File: config.mk
export PLATFORM = sky130hd
export DESIGN_NAME = serial_adder_n_flat
export DESIGN_NICKNAME = d
export VERILOG_FILES = /design/src/rtl/serial_adder_pkg.sv /design/src/rtl/serial_adder_n_if.sv /design/src/rtl/serial_adder_n_chunk_adder.sv /design/src/rtl/serial_adder_n.sv /design/src/flat_wrapper.sv
export SDC_FILE = /design/constraint.sdc
export NUM_CORES = 1
export LEC_CHECK = 0
export ABC_CLOCK_PERIOD_IN_PS = 3950
export CAP_MARGIN = 20
export CORE_MARGIN = 2
export CORE_UTILIZATION = 35
export DETAILED_ROUTE_END_ITERATION = 12
export PLACE_DENSITY = 0.6
export SYNTH_ARGS = -nofsm -noshare
export SYNTH_HDL_FRONTEND = slang
export SYNTH_SLANG_ARGS = --single-unit
export TNS_END_PERCENT = 100
File: constraint.sdc
create_clock -name clk -period 3.95 [get_ports clk]
set_input_delay 0.5925 -clock clk [delete_from_list [all_inputs] [get_ports clk]]
set_output_delay 0.5925 -clock clk [all_outputs]
set_load 0.1 [all_outputs]
File: src/rtl/serial_adder_pkg.sv
// Shared types and sizing helpers for serial_adder_n.
package serial_adder_pkg;

    typedef enum logic [1:0] {
        IDLE = 2'd0,
        RUN  = 2'd1,
        DONE = 2'd2
    } state_e;

    // Number of cycles one operation spends in RUN.
    function automatic int calc_nchunk(input int width, input int chunk);
        return width / chunk;
    endfunction

    // Chunk counter width; at least one bit so NCHUNK=1 still has a counter.
    function automatic int calc_cnt_w(input int nchunk);
        return (nchunk <= 1) ? 1 : $clog2(nchunk);
    endfunction

    // Operands must split into whole chunks.
    function automatic bit width_ok(input int width, input int chunk);
        return (chunk > 0) && (width % chunk == 0);
    endfunction

endpackage

File: src/rtl/serial_adder_n_if.sv
// Request/response handshake bundle for serial_adder_n.
interface serial_adder_n_if #(parameter int WIDTH = 32);
    logic             in_valid;
    logic             in_ready;
    logic [WIDTH-1:0] a;
    logic [WIDTH-1:0] b;
    logic             cin;
    logic             sub;
    logic             out_valid;
    logic             out_ready;
    logic [WIDTH-1:0] sum;
    logic             cout;
    logic             overflow;

    modport master (
        output in_valid, a, b, cin, sub, out_ready,
        input  in_ready, out_valid, sum, cout, overflow
    );

    modport slave (
        input  in_valid, a, b, cin, sub, out_ready,
        output in_ready, out_valid, sum, cout, overflow
    );
endinterface

File: src/rtl/serial_adder_n_chunk_adder.sv
// Combinational CHUNK-bit ripple-carry adder; also exposes the carry into
// the top bit so the caller can derive signed overflow.
module chunk_adder #(
    parameter int CHUNK = 8
) (
    input  logic [CHUNK-1:0] a,
    input  logic [CHUNK-1:0] b,
    input  logic             ci,
    output logic [CHUNK-1:0] s,
    output logic             co,
    output logic             c_msb
);
    // Ripple a single carry variable through CHUNK full adders.
    always_comb begin
        logic c;
        c     = ci;
        s     = '0;
        c_msb = 1'b0;
        for (int i = 0; i < CHUNK; i++) begin
            s[i] = a[i] ^ b[i] ^ c;
            if (i == CHUNK - 1) c_msb = c;
            c = (a[i] & b[i]) | (c & (a[i] ^ b[i]));
        end
        co = c;
    end
endmodule

File: src/rtl/serial_adder_n.sv
// Multi-cycle WIDTH-bit adder/subtractor, CHUNK bits per clock, LSB first.
// Optional macro SERIAL_ADDER_B2B_EN: accept a new request in the same cycle
// the finished result is taken, skipping IDLE.
module serial_adder_n
    import serial_adder_pkg::*;
#(
    parameter int WIDTH = 32,
    parameter int CHUNK = 8
) (
    input  logic          clk,
    input  logic          rst,
    serial_adder_n_if.slave bus
);
    localparam int NCHUNK = calc_nchunk(WIDTH, CHUNK);
    localparam int CNT_W  = calc_cnt_w(NCHUNK);

    if (!width_ok(WIDTH, CHUNK)) begin : g_width_chk
        $error("serial_adder_n: WIDTH must be a multiple of CHUNK");
    end

    state_e             state_q, state_d;
    logic [CNT_W-1:0]   cnt_q, cnt_d;
    logic [WIDTH-1:0]   a_q, a_d;
    logic [WIDTH-1:0]   b_q, b_d;
    logic [WIDTH-1:0]   sum_q, sum_d;
    logic               carry_q, carry_d;
    logic               cout_q, cout_d;
    logic               ovf_q, ovf_d;

    logic [CHUNK-1:0]   ch_s;
    logic               ch_co, ch_cmsb;
    logic               in_rdy;

    chunk_adder #(.CHUNK(CHUNK)) u_chunk (
        .a     (a_q[CHUNK-1:0]),
        .b     (b_q[CHUNK-1:0]),
        .ci    (carry_q),
        .s     (ch_s),
        .co    (ch_co),
        .c_msb (ch_cmsb)
    );

    // Ready is purely state-derived (plus out_ready when back-to-back is on).
    always_comb begin
`ifdef SERIAL_ADDER_B2B_EN
        in_rdy = (state_q == IDLE) || ((state_q == DONE) && bus.out_ready);
`else
        in_rdy = (state_q == IDLE);
`endif
    end

    // Next-state and datapath: load operands, shift one chunk per RUN cycle.
    always_comb begin
        state_d = state_q;
        cnt_d   = cnt_q;
        a_d     = a_q;
        b_d     = b_q;
        sum_d   = sum_q;
        carry_d = carry_q;
        cout_d  = cout_q;
        ovf_d   = ovf_q;

        case (state_q)
            RUN: begin
                // New chunk enters sum from the top so LSB chunk ends at bit 0.
                sum_d   = (sum_q >> CHUNK) | (WIDTH'(ch_s) << (WIDTH - CHUNK));
                a_d     = a_q >> CHUNK;
                b_d     = b_q >> CHUNK;
                carry_d = ch_co;
                cnt_d   = cnt_q + CNT_W'(1);
                if (cnt_q == CNT_W'(NCHUNK - 1)) begin
                    cout_d  = ch_co;
                    ovf_d   = ch_co ^ ch_cmsb;
                    state_d = DONE;
                end
            end
            DONE: begin
                if (bus.out_ready) state_d = IDLE;
            end
            default: ;
        endcase

        // Accept covers IDLE and, with back-to-back, the DONE handoff cycle.
        if (bus.in_valid && in_rdy) begin
            a_d     = bus.a;
            b_d     = bus.sub ? ~bus.b : bus.b;
            carry_d = bus.sub | bus.cin;
            cnt_d   = '0;
            state_d = RUN;
        end
    end

    // State registers with asynchronous clear; an aborted op leaves no trace.
    always_ff @(posedge clk or posedge rst) begin
        if (rst) begin
            state_q <= IDLE;
            cnt_q   <= '0;
            a_q     <= '0;
            b_q     <= '0;
            sum_q   <= '0;
            carry_q <= 1'b0;
            cout_q  <= 1'b0;
            ovf_q   <= 1'b0;
        end else begin
            state_q <= state_d;
            cnt_q   <= cnt_d;
            a_q     <= a_d;
            b_q     <= b_d;
            sum_q   <= sum_d;
            carry_q <= carry_d;
            cout_q  <= cout_d;
            ovf_q   <= ovf_d;
        end
    end

    assign bus.in_ready  = in_rdy;
    assign bus.out_valid = (state_q == DONE);
    assign bus.sum       = sum_q;
    assign bus.cout      = cout_q;
    assign bus.overflow  = ovf_q;
endmodule

File: src/flat_wrapper.sv
// flat-port wrapper written by rule: the top's interface ports become plain ports
module serial_adder_n_flat import serial_adder_pkg::*;
#(
    parameter int WIDTH = 32,
    parameter int CHUNK = 8
)
  (clk, rst, bus_in_valid, bus_a, bus_b, bus_cin, bus_sub, bus_out_ready, bus_in_ready, bus_out_valid, bus_sum, bus_cout, bus_overflow);
  serial_adder_n_if #(.WIDTH(WIDTH)) bus_i ();
  input  logic clk;
  input  logic rst;
  input wire logic [$bits(bus_i.in_valid)-1:0] bus_in_valid;
  input wire logic [$bits(bus_i.a)-1:0] bus_a;
  input wire logic [$bits(bus_i.b)-1:0] bus_b;
  input wire logic [$bits(bus_i.cin)-1:0] bus_cin;
  input wire logic [$bits(bus_i.sub)-1:0] bus_sub;
  input wire logic [$bits(bus_i.out_ready)-1:0] bus_out_ready;
  output wire logic [$bits(bus_i.in_ready)-1:0] bus_in_ready;
  output wire logic [$bits(bus_i.out_valid)-1:0] bus_out_valid;
  output wire logic [$bits(bus_i.sum)-1:0] bus_sum;
  output wire logic [$bits(bus_i.cout)-1:0] bus_cout;
  output wire logic [$bits(bus_i.overflow)-1:0] bus_overflow;
  assign bus_i.in_valid = bus_in_valid;
  assign bus_i.a = bus_a;
  assign bus_i.b = bus_b;
  assign bus_i.cin = bus_cin;
  assign bus_i.sub = bus_sub;
  assign bus_i.out_ready = bus_out_ready;
  assign bus_in_ready = bus_i.in_ready;
  assign bus_out_valid = bus_i.out_valid;
  assign bus_sum = bus_i.sum;
  assign bus_cout = bus_i.cout;
  assign bus_overflow = bus_i.overflow;
  serial_adder_n #(.WIDTH(WIDTH), .CHUNK(CHUNK)) u_core (.clk(clk), .rst(rst), .bus(bus_i));
endmodule
Yosys cells after proc, flatten, opt, wreduce, memory -nomap -nowiden
Cells that the tools add are included.
Storage, ports and cells
  flip-flop bits (word level): 103
  input port bits: 70
  output and inout bits: 36
  word-level logic and storage cells: 77
Cells by class
  add/subtract/negate cells: 1
  eq/ne operators: 5
  multiplexer cells: 13
  bitwise operators: 44
  reduce and logical (&&, ||, !) cells: 6
Operators by type and width (number)
  $mux W32: 5
  $not A32 Y32: 1
  $or A24 B32 Y32: 1
  $xor A1 B1 Y1: 17
  $and A1 B1 Y1: 16
  $mux W2: 5
  $or A1 B1 Y1: 9
  $eq A2 B2 Y1 const B: 2
  $pmux W2 S2: 1
  $ne A3 B1 Y1 const B: 1
  $ne A3 B2 Y1 const B: 1
  $reduce_and A3 Y1: 1
  $reduce_bool A3 Y1: 1
  $add A2 B1 Y2 const B: 1
  $eq A2 B1 Y1 const B: 1
  $logic_not A2 Y1: 1
  $mux W1: 2
  $reduce_and A2 Y1: 1
  $reduce_bool A2 Y1: 1
  $logic_and A1 B1 Y1: 1

Longest topological paths before layout
Gate-level depths: netlist (run 1).
  depth after elaboration: 19
  gate-level depth with buffers: 14
  mapped depth without buffers: 14

By module
From an unflattened synthesis (run 1), not the netlist that was laid out.
Unflattened totals
  cell total of the unflattened synthesis: 523
  area, all modules: 4807.1 µm²
Modules (own cells, without submodules)
  serial_adder_n: times used 1, cells each 505, area each 4609.4 µm², sequential area each 2577.5 µm²
  chunk_adder: times used 1, cells each 18, area each 197.7 µm², sequential area each 0.0 µm²

Worst setup path before layout (run 1)
Ideal clock, no wire load.
  kind: flip-flop to flip-flop
  start point: register u_core.carry_q
  end point: register u_core.sum_q[31] (netlist: u_core.bus.sum[31])
  setup time: 78 ps
  data arrival time: 3918 ps
  setup slack: -45 ps
  stages on the path, launching flop included: 13
  buffers on the path: 0
  clock period less this slack: 3995 ps
  cells stage by stage: dfrtp_1 -> fa_1 -> fa_1 -> fa_1 -> fa_1 -> fa_1 -> inv_1 -> fa_1 -> inv_1 -> fa_1 -> inv_1 -> fa_1 -> a21oi_1
On the way
  longest elaborated chain between the ends: 16
RTL lines
  start, declared: RTL line serial_adder_n.sv:26  | logic carry_q, carry_d;
  start signal, assigned: RTL line serial_adder_n.sv:110  | carry_q <= carry_d;
  $and A1 B1 Y1: RTL line serial_adder_n_chunk_adder.sv:22  | c = (a[i] & b[i]) | (c & (a[i] ^ b[i]));
  $or A1 B1 Y1: RTL line serial_adder_n_chunk_adder.sv:22
  $and A1 B1 Y1: RTL line serial_adder_n_chunk_adder.sv:22
  $or A1 B1 Y1: RTL line serial_adder_n_chunk_adder.sv:22
  $and A1 B1 Y1: RTL line serial_adder_n_chunk_adder.sv:22
  $or A1 B1 Y1: RTL line serial_adder_n_chunk_adder.sv:22
  $and A1 B1 Y1: RTL line serial_adder_n_chunk_adder.sv:22
  $or A1 B1 Y1: RTL line serial_adder_n_chunk_adder.sv:22
  $and A1 B1 Y1: RTL line serial_adder_n_chunk_adder.sv:22
  $or A1 B1 Y1: RTL line serial_adder_n_chunk_adder.sv:22
  $and A1 B1 Y1: RTL line serial_adder_n_chunk_adder.sv:22
  $or A1 B1 Y1: RTL line serial_adder_n_chunk_adder.sv:22
  $and A1 B1 Y1: RTL line serial_adder_n_chunk_adder.sv:22
  $or A1 B1 Y1: RTL line serial_adder_n_chunk_adder.sv:22
  $xor A1 B1 Y1: RTL line serial_adder_n_chunk_adder.sv:20  | s[i] = a[i] ^ b[i] ^ c;
  $or A24 B32 Y32: RTL line serial_adder_n.sv:66  | sum_d = (sum_q >> CHUNK) | (WIDTH'(ch_s) << (WIDTH - CHUNK));
  end signal, assigned: RTL line serial_adder_n.sv:109  | sum_q <= sum_d;
  end, declared: RTL line serial_adder_n.sv:25  | logic [WIDTH-1:0] sum_q, sum_d;
No other way between the ends.
A chain may end at the register's enable or synchronous reset.

Final worst setup path (run 1)
  start point: register u_core.a_q[0]
  end point: register u_core.sum_q[31] (netlist: u_core.bus.sum[31])
On the way
  longest elaborated chain between the ends: 17
RTL lines
  start, declared: RTL line serial_adder_n.sv:23  | logic [WIDTH-1:0] a_q, a_d;
  start signal, assigned: RTL line serial_adder_n.sv:98  | a_q <= '0;
  start signal, assigned: RTL line serial_adder_n.sv:107  | a_q <= a_d;
  $xor A1 B1 Y1: RTL line serial_adder_n_chunk_adder.sv:22
  $and A1 B1 Y1: RTL line serial_adder_n_chunk_adder.sv:22
  $or A1 B1 Y1 *: RTL line serial_adder_n_chunk_adder.sv:22
  $and A1 B1 Y1 *: RTL line serial_adder_n_chunk_adder.sv:22
  $or A1 B1 Y1 *: RTL line serial_adder_n_chunk_adder.sv:22
  $and A1 B1 Y1 *: RTL line serial_adder_n_chunk_adder.sv:22
  $or A1 B1 Y1 *: RTL line serial_adder_n_chunk_adder.sv:22
  $and A1 B1 Y1 *: RTL line serial_adder_n_chunk_adder.sv:22
  $or A1 B1 Y1 *: RTL line serial_adder_n_chunk_adder.sv:22
  $and A1 B1 Y1 *: RTL line serial_adder_n_chunk_adder.sv:22
  $or A1 B1 Y1 *: RTL line serial_adder_n_chunk_adder.sv:22
  $and A1 B1 Y1 *: RTL line serial_adder_n_chunk_adder.sv:22
  $or A1 B1 Y1 *: RTL line serial_adder_n_chunk_adder.sv:22
  $and A1 B1 Y1 *: RTL line serial_adder_n_chunk_adder.sv:22
  $or A1 B1 Y1 *: RTL line serial_adder_n_chunk_adder.sv:22
  $xor A1 B1 Y1 *: RTL line serial_adder_n_chunk_adder.sv:20
  $or A24 B32 Y32 *: RTL line serial_adder_n.sv:66
Every way passes the cells marked *; elsewhere a longest branch is shown, timed or not.

==> impl_results.md, run 1 <==
* Status: finished, final reports clean
* Worst-path clk slew at 0.06 ns
* Area leader, netlist: dfrtp_1
* CTS Hold Bufs at 0
* Final cycle utilization of the critical path at 94.9%
* XOR/XNOR Fraction of Synth Area at 6.03%
* Crit Path Class: reg -> reg
* Nets@finish at 606
* Mapped Area at 4940 um^2
* Effective utilization at floorplan at 35.7%
* Vias in the first global route at 3333
* Via count at ~3400
* First DRT Iteration DRCs at around 250
* Synth area leaders: dfrtp_1 52%, mux2i_1 9.9%, mux2_2 6.8%
* Global-route wire length before repair at 17100 um
* GRT Residual Overflow at 0
* ANT cells at 0
* Largest net degree at the start of global routing at 109
* CTS buffer count at 9
* Synth Area per Inst at 11.5 um^2
* Multiplexer area fraction after synthesis at 16.8%
* GRT Total Usage at between 10% and 20%
* Worst R2R Path Depth at 12
* Final setup fails at 0
* Post-DR vias/cell at between 4 and 5
* Largest family of logic cells by synthesized area: multiplexers
* R2r setup slk at 0.20 ns
* Final GP Congestion at 0.738
* Post-DP Area at 6090 um^2
* WP data required at 4.21 ns
* Largest buffer count on any clock path at 2
* TritonCTS clock tree: done
* Unrepaired setup endpoints after global routing: false
* Hold Crit Depth at 2
* Critical Path Sink Type: flop
* Core box area at 13800 um^2
* Antenna viol nets, final at 0
* Clock Skews at 0.00503 ns
* Port bufs at 105
* HP Class: reg -> reg
* Setup crit start: u_core.a_q[0]
* Post-Synth Simple-Gate Area at a little under 9%
* Post-Synth Adder-Cell Area at about 4.5%
* Slew at the pin closest to its max-slew limit at 1.02 ns
* Critical-path cell list: fa_2, fa_2, fa_2, fa_2, fa_1, inv_1, fa_1, inv_1, fa_2, inv_1, fa_2, a21oi_1
* Wirelength per Cell at 14.9 um
* Worst path arrival time at 4.01 ns
* Row cnt at 43
* Root buf cell: clkbuf_16
* Rel. slew slack at 31.7%
* Initial antenna violation count at 0
* Cells after synthesis at ~430
* Number of maximum-capacitance violations at 0
* HP Start: u_core.bus.cout
* Crit path launch type: flop
* Area Growth Syn to Fin at 29.8%
* Hold Fails Final Rpt at 0
* Ys async rst share at 100%
* CTS sink cnt at 103
* Ratio of cells with drive above 1 in the final layout at 11.9%
* Seq cells post-synth at 103
* Top FF cell, synth: dfrtp_1
* Final non-filler cell area at 6410 um^2
* Dpl hpwl at 7300 um
* Die X at 123 um
* DR DRC count at 0
* Distinct cells, synth at 26
* Yosys warning total at 0
* Fraction of the mapped netlist area in compound gates at 6.94%
* Post-Syn Nets at about 510
* Boundary pin count at between 100 and 150
* Max Slew Vio Count at 0
* Post-synth top area share at 52.2%
* Post-synth EDFFs at 0
* Pre-CTS setup slack at -0.140 ns
* Most frequent CP cell: fa_2
* Final worst slack at 0.201 ns
* Post-synthesis sequential area ratio at 52.2%
* Worst-path maximum fanout at 2
* Worst reg2reg path startpoint: u_core.a_q[0]
* Reg2reg end: u_core.bus.sum[31]
* Die area at ~15000 um^2
* Slowest cell on the critical path: fa_1
* Max Fclk at approximately 270 MHz
* CP max stage delay at around 0.42 ns
* First-pass DRT Iterations at 4
* WHS at 0.505 ns
* CTS H-tree depth at 3
* Hold Path End: u_core.bus.cout
* Final WL at 10500 um
* Die height at about 120 um
* Clock latency on the worst-skew pair at 0.34 ns
* Min Tclk post-route at 3.75 ns
[registers in the layout (all words and copies together) (netlist names)]
| name | cells |
|---|---|
| u_core.a_q | 32 |
| u_core.b_q | 32 |
| u_core.bus.sum | 32 |
| u_core.cnt_q | 2 |
| u_core.state_q | 2 |
| u_core.bus.cout | 1 |
| u_core.bus.overflow | 1 |
| u_core.carry_q | 1 |
[routing by layer]
layer / part of all wire [%] / global-route usage [%]
met5: 0 / 0
met3: 5.1 / 2.79
met4: 1.7 / 5.24
met1: 47 / 20.9
met2: 46 / 22.0
[critical path: cells and delay by family (launching register included)]
kind,cells,cell delay (ns)
buffers and inverters,3,0.20
adders and majority gates,8,2.91
DFF,1,0.41
AOI/OAI and AO/OA,1,0.15
[worst max path at each step]
stage / end / slack [ns] / depth (start not counted)
2_1_floorplan: u_core.bus.sum[31] / 0.003 / 12
3_3_place_gp: u_core.carry_q / -0.1 / 14
3_5_place_dp: u_core.bus.sum[31] / -0.14 / 12
4_1_cts: u_core.bus.sum[31] / 0.02 / 12
5_1_grt: u_core.bus.sum[31] / 0.04 / 12
6_report: u_core.bus.sum[31] / 0.20 / 12
[cells by family after synthesis]
kind of cell / Yosys count
AO/OA/AOI/OAI: 65
XOR/XNOR: 34
adder cells (fa/ha/maj): 13
buffers and inverters: 39
flip-flops: 103
multiplexers: 79
AND/OR/NAND/NOR: 96
[area by class of cell]
cell class	count	area, um^2
clock buffer	12	256
clock inverter	4	20.0
fill	1270	7420
inverter	10	40.0
multi-input combinational	287	2150
sequential	103	2580
tap	180	225
timing repair buffer	112	1140
[cells in the final DEF (no fill, tap or decap), types with 6 or more instances in the layout]
cell / netlist / layout
mux2_2: 30 / 30
xor2_1: 25 / 25
xnor2_1: 9 / 9
fa_2: 0 / 6
o21ai_1: 50 / 50
clkdlybuf4s50_1: 0 / 104
nand3b_1: 16 / 16
mux2i_1: 49 / 49
nand2_1: 71 / 71
inv_1: 10 / 9
o21ai_0: 9 / 9
clkbuf_16: 0 / 9
dfrtp_1: 103 / 103
[synthesized netlist by cell type, types with 4 or more instances]
master,number
clkbuf_1,5
buf_4,7
o21ai_1,50
xnor2_1,9
nand2_1,71
nand3b_1,16
ha_1,5
fa_1,8
buf_6,7
inv_1,10
mux2i_1,49
nor2_1,4
dfrtp_1,103
xor2_1,25
buf_2,7
o21ai_0,9
mux2_2,30
[metrics by stage]
step                      cells  utilization, %  setup TNS [ns]
final                       708            46.3               0
after global routing        708            46.3               0
after CTS                   706            46.1               0
after detailed placement    690            44.1          -0.439
after global placement      690            44.1          -0.252
after floorplan             429               -               0
[repair_timing]
| action | 4_1_cts | 5_1_grt |
|---|---|---|
| buffers inserted | 0 | 1 |
| pin swaps | 0 | 4 |
| gates resized for setup | 3 | 2 |
| endpoints found under the hold margin | 0 | 0 |
| endpoints found under the setup margin | 4 | 4 |
Power of run 1 is left out: the tool's default activity adds up to more than one toggle a clock period on the data nets, which glitch-free logic cannot reach.
==> run 2, diff against run 1 <==
CORE_ASPECT_RATIO = 2   (was not set)
PLACE_DENSITY = 0.62   (was 0.6)
==> impl_results.md, run 2 (same netlist as run 1, synthesis figures left out) <==
* CTS buffer count at 9 (unchanged)
* WP data required at 4.22 ns (about the same)
* CTS Hold Bufs at 0 (unchanged)
* Via count at 3366 (-0.27%)
* Final setup fails at 0 (unchanged)
* Status: finished, final reports clean
* CTS sink cnt at 103 (unchanged)
* Crit Path Class: reg -> reg
* Setup bufs post-CTS at 0 (unchanged)
* Wirelength per Cell at 15.1 um (+1.7%)
* Port bufs at 105 (unchanged)
* Crit path launch type: flop
* Critical Path Sink Type: flop
* Die area at 15100 um^2 (+0.38%)
* Antenna viol nets, final at 0 (unchanged)
* Worst-path clk slew at 0.06 ns (about the same)
* Final cycle utilization of the critical path at 95.7% (+0.81 points)
* Worst-path maximum fanout at 2 (unchanged)
* Worst R2R Path Depth at 12 (unchanged)
* Initial antenna violation count at 0 (unchanged)
* WHS at 0.496 ns (-0.00833 ns)
* CTS H-tree depth at 3 (unchanged)
* Worst reg2reg path startpoint: u_core.a_q[0]
* Filler cells at 1336 (+5.2%)
* Multi-input gate area at 2160 um^2 (+0.17%)
* Largest net degree at the start of global routing at 104 (-4.6%)
* Rel. slew slack at 33.3% (+1.7 points)
* Clock Skews at 0.00595 ns (+0.000918 ns)
* Register area at 2580 um^2 (unchanged)
* Worst path arrival time at 4.05 ns (+0.04 ns)
* Core box area at 13800 um^2 (about the same)
* Final WL at 10900 um (+3.1%)
* Most common cell after layout, fill and taps aside: clkdlybuf4s50_1
* First DRT Iteration DRCs at 166 (-35%)
* Post-DR vias/cell at 4.69 (-1.7%)
* Effective utilization at floorplan at 35.7% (about the same)
* Ratio of cells with drive above 1 in the final layout at 12.9% (+0.92 points)
* Hold Fails Final Rpt at 0 (unchanged)
* Min Tclk post-route at 3.78 ns (+0.0321 ns)
* Row cnt at 61 (+42%)
* Slew at the pin closest to its max-slew limit at 0.997 ns (-0.0254 ns)
* Most frequent cells in the layout: 104 x clkdlybuf4s50_1, 103 x dfrtp_1, 71 x nand2_1, 50 x o21ai_1, 49 x mux2i_1
* R2r setup slk at 0.17 ns (-0.03 ns)
* Die X at 88.0 um (-28%)
* Root buf cell: clkbuf_16
* ANT cells at 0 (unchanged)
* Area Growth Syn to Fin at 29.7% (about the same)
* Max Slew Vio Count at 0 (unchanged)
* Largest buffer count on any clock path at 2 (unchanged)
* Boundary pin count at 106 (unchanged)
* Vias in the first global route at 3523 (+5.7%)
* Reg2reg end: u_core.bus.sum[31]
* Die height at 172 um (+40%)
* GRT Residual Overflow at 0 (unchanged)
* Dpl hpwl at 7910 um (+8.4%)
* Final GP Congestion at 0.775 (+5.0%)
* DR DRC count at 0 (unchanged)
* Max Fclk at 264 MHz (-0.85%)
* First-pass DRT Iterations at 4 (unchanged)
* HP Class: reg -> reg
* Unrepaired setup endpoints after global routing: false
* Clock latency on the worst-skew pair at 0.34 ns (about the same)
* GRT Total Usage at 15.3% (+0.67 points)
* TritonCTS clock tree: done
* Global-route wire length before repair at 17600 um (+2.7%)
* Number of maximum-capacitance violations at 0 (unchanged)
* Crit path to: u_core.bus.sum[31]
* Setup crit start: u_core.a_q[0]
* Nets@finish at 607 (+0.17%)
-- run 2: final cells by class --
class	instances	area share, %
inverters	10	0.625
well taps	189	3.69
repair buffers	113	17.5
flip-flops and latches	103	40.3
clock buffers	10	3.73
clock inverters	6	0.567
multi-input cells	287	33.7
-- run 2: worst min path at each step --
stage / startpoint / endpoint / slack [ns] / cells past startpoint
global placement: u_core.bus.cout / u_core.bus.cout / 0.48 / 2
detailed placement: u_core.bus.cout / u_core.bus.cout / 0.48 / 2
floorplan: u_core.a_q[24] / u_core.a_q[24] / 0.48 / 2
finish: u_core.bus.overflow / u_core.bus.overflow / 0.50 / 2
CTS: u_core.bus.overflow / u_core.bus.overflow / 0.50 / 2
global route: u_core.bus.sum[5] / u_core.bus.sum[5] / 0.51 / 1
-- run 2: per-layer routing --
layer | share of wire (%) | vias up | track usage (%)
li1 | - | 1630 | -
met2 | 54 | 82 | 26.6
met5 | 0 | - | 0
met3 | 3.1 | 20 | 2.77
met1 | 38 | 1634 | 17.0
met4 | 4.4 | 0 | 8.90
-- run 2: stage by stage --
step           instance area [um^2]  util [%]  instances  setup WS, ns  setup TNS [ns]
6_report                       6400      46.4        718         0.169               0
5_1_grt                        6400      46.4        718        0.0170               0
4_1_cts                        6400      46.3        718        0.0115               0
3_5_place_dp                   6110      44.2        702        -0.207          -0.635
3_3_place_gp                   6110      44.2        702        -0.124          -0.270
2_1_floorplan                  4940         -        429       0.00318               0
-- run 2: worst max-delay path, stage by stage, from the launching register on --
cell     delay [ns]
dfrtp_1        0.41
fa_2           0.40
fa_2           0.36
fa_2           0.39
fa_2           0.40
fa_1           0.43
inv_2          0.07
fa_1           0.17
inv_1          0.06
fa_2           0.40
inv_2          0.07
fa_2           0.42
a21oi_2        0.12
-- run 2: repair_timing --
action                                  in CTS  in global routing
gates resized for setup                      4                  4
pin swaps                                    1                  4
endpoints found under the setup margin       4                  4
Power of run 2 is left out for the same reason.
==> run 3, diff against run 2 <==
ABC_AREA = 0   (was not set)
CTS_CLUSTER_DIAMETER = 120   (was not set)
==> results of run 3 <==
Final layout, timing and power as in run 2 (identical DEF).
Power of run 3 is left out for the same reason.
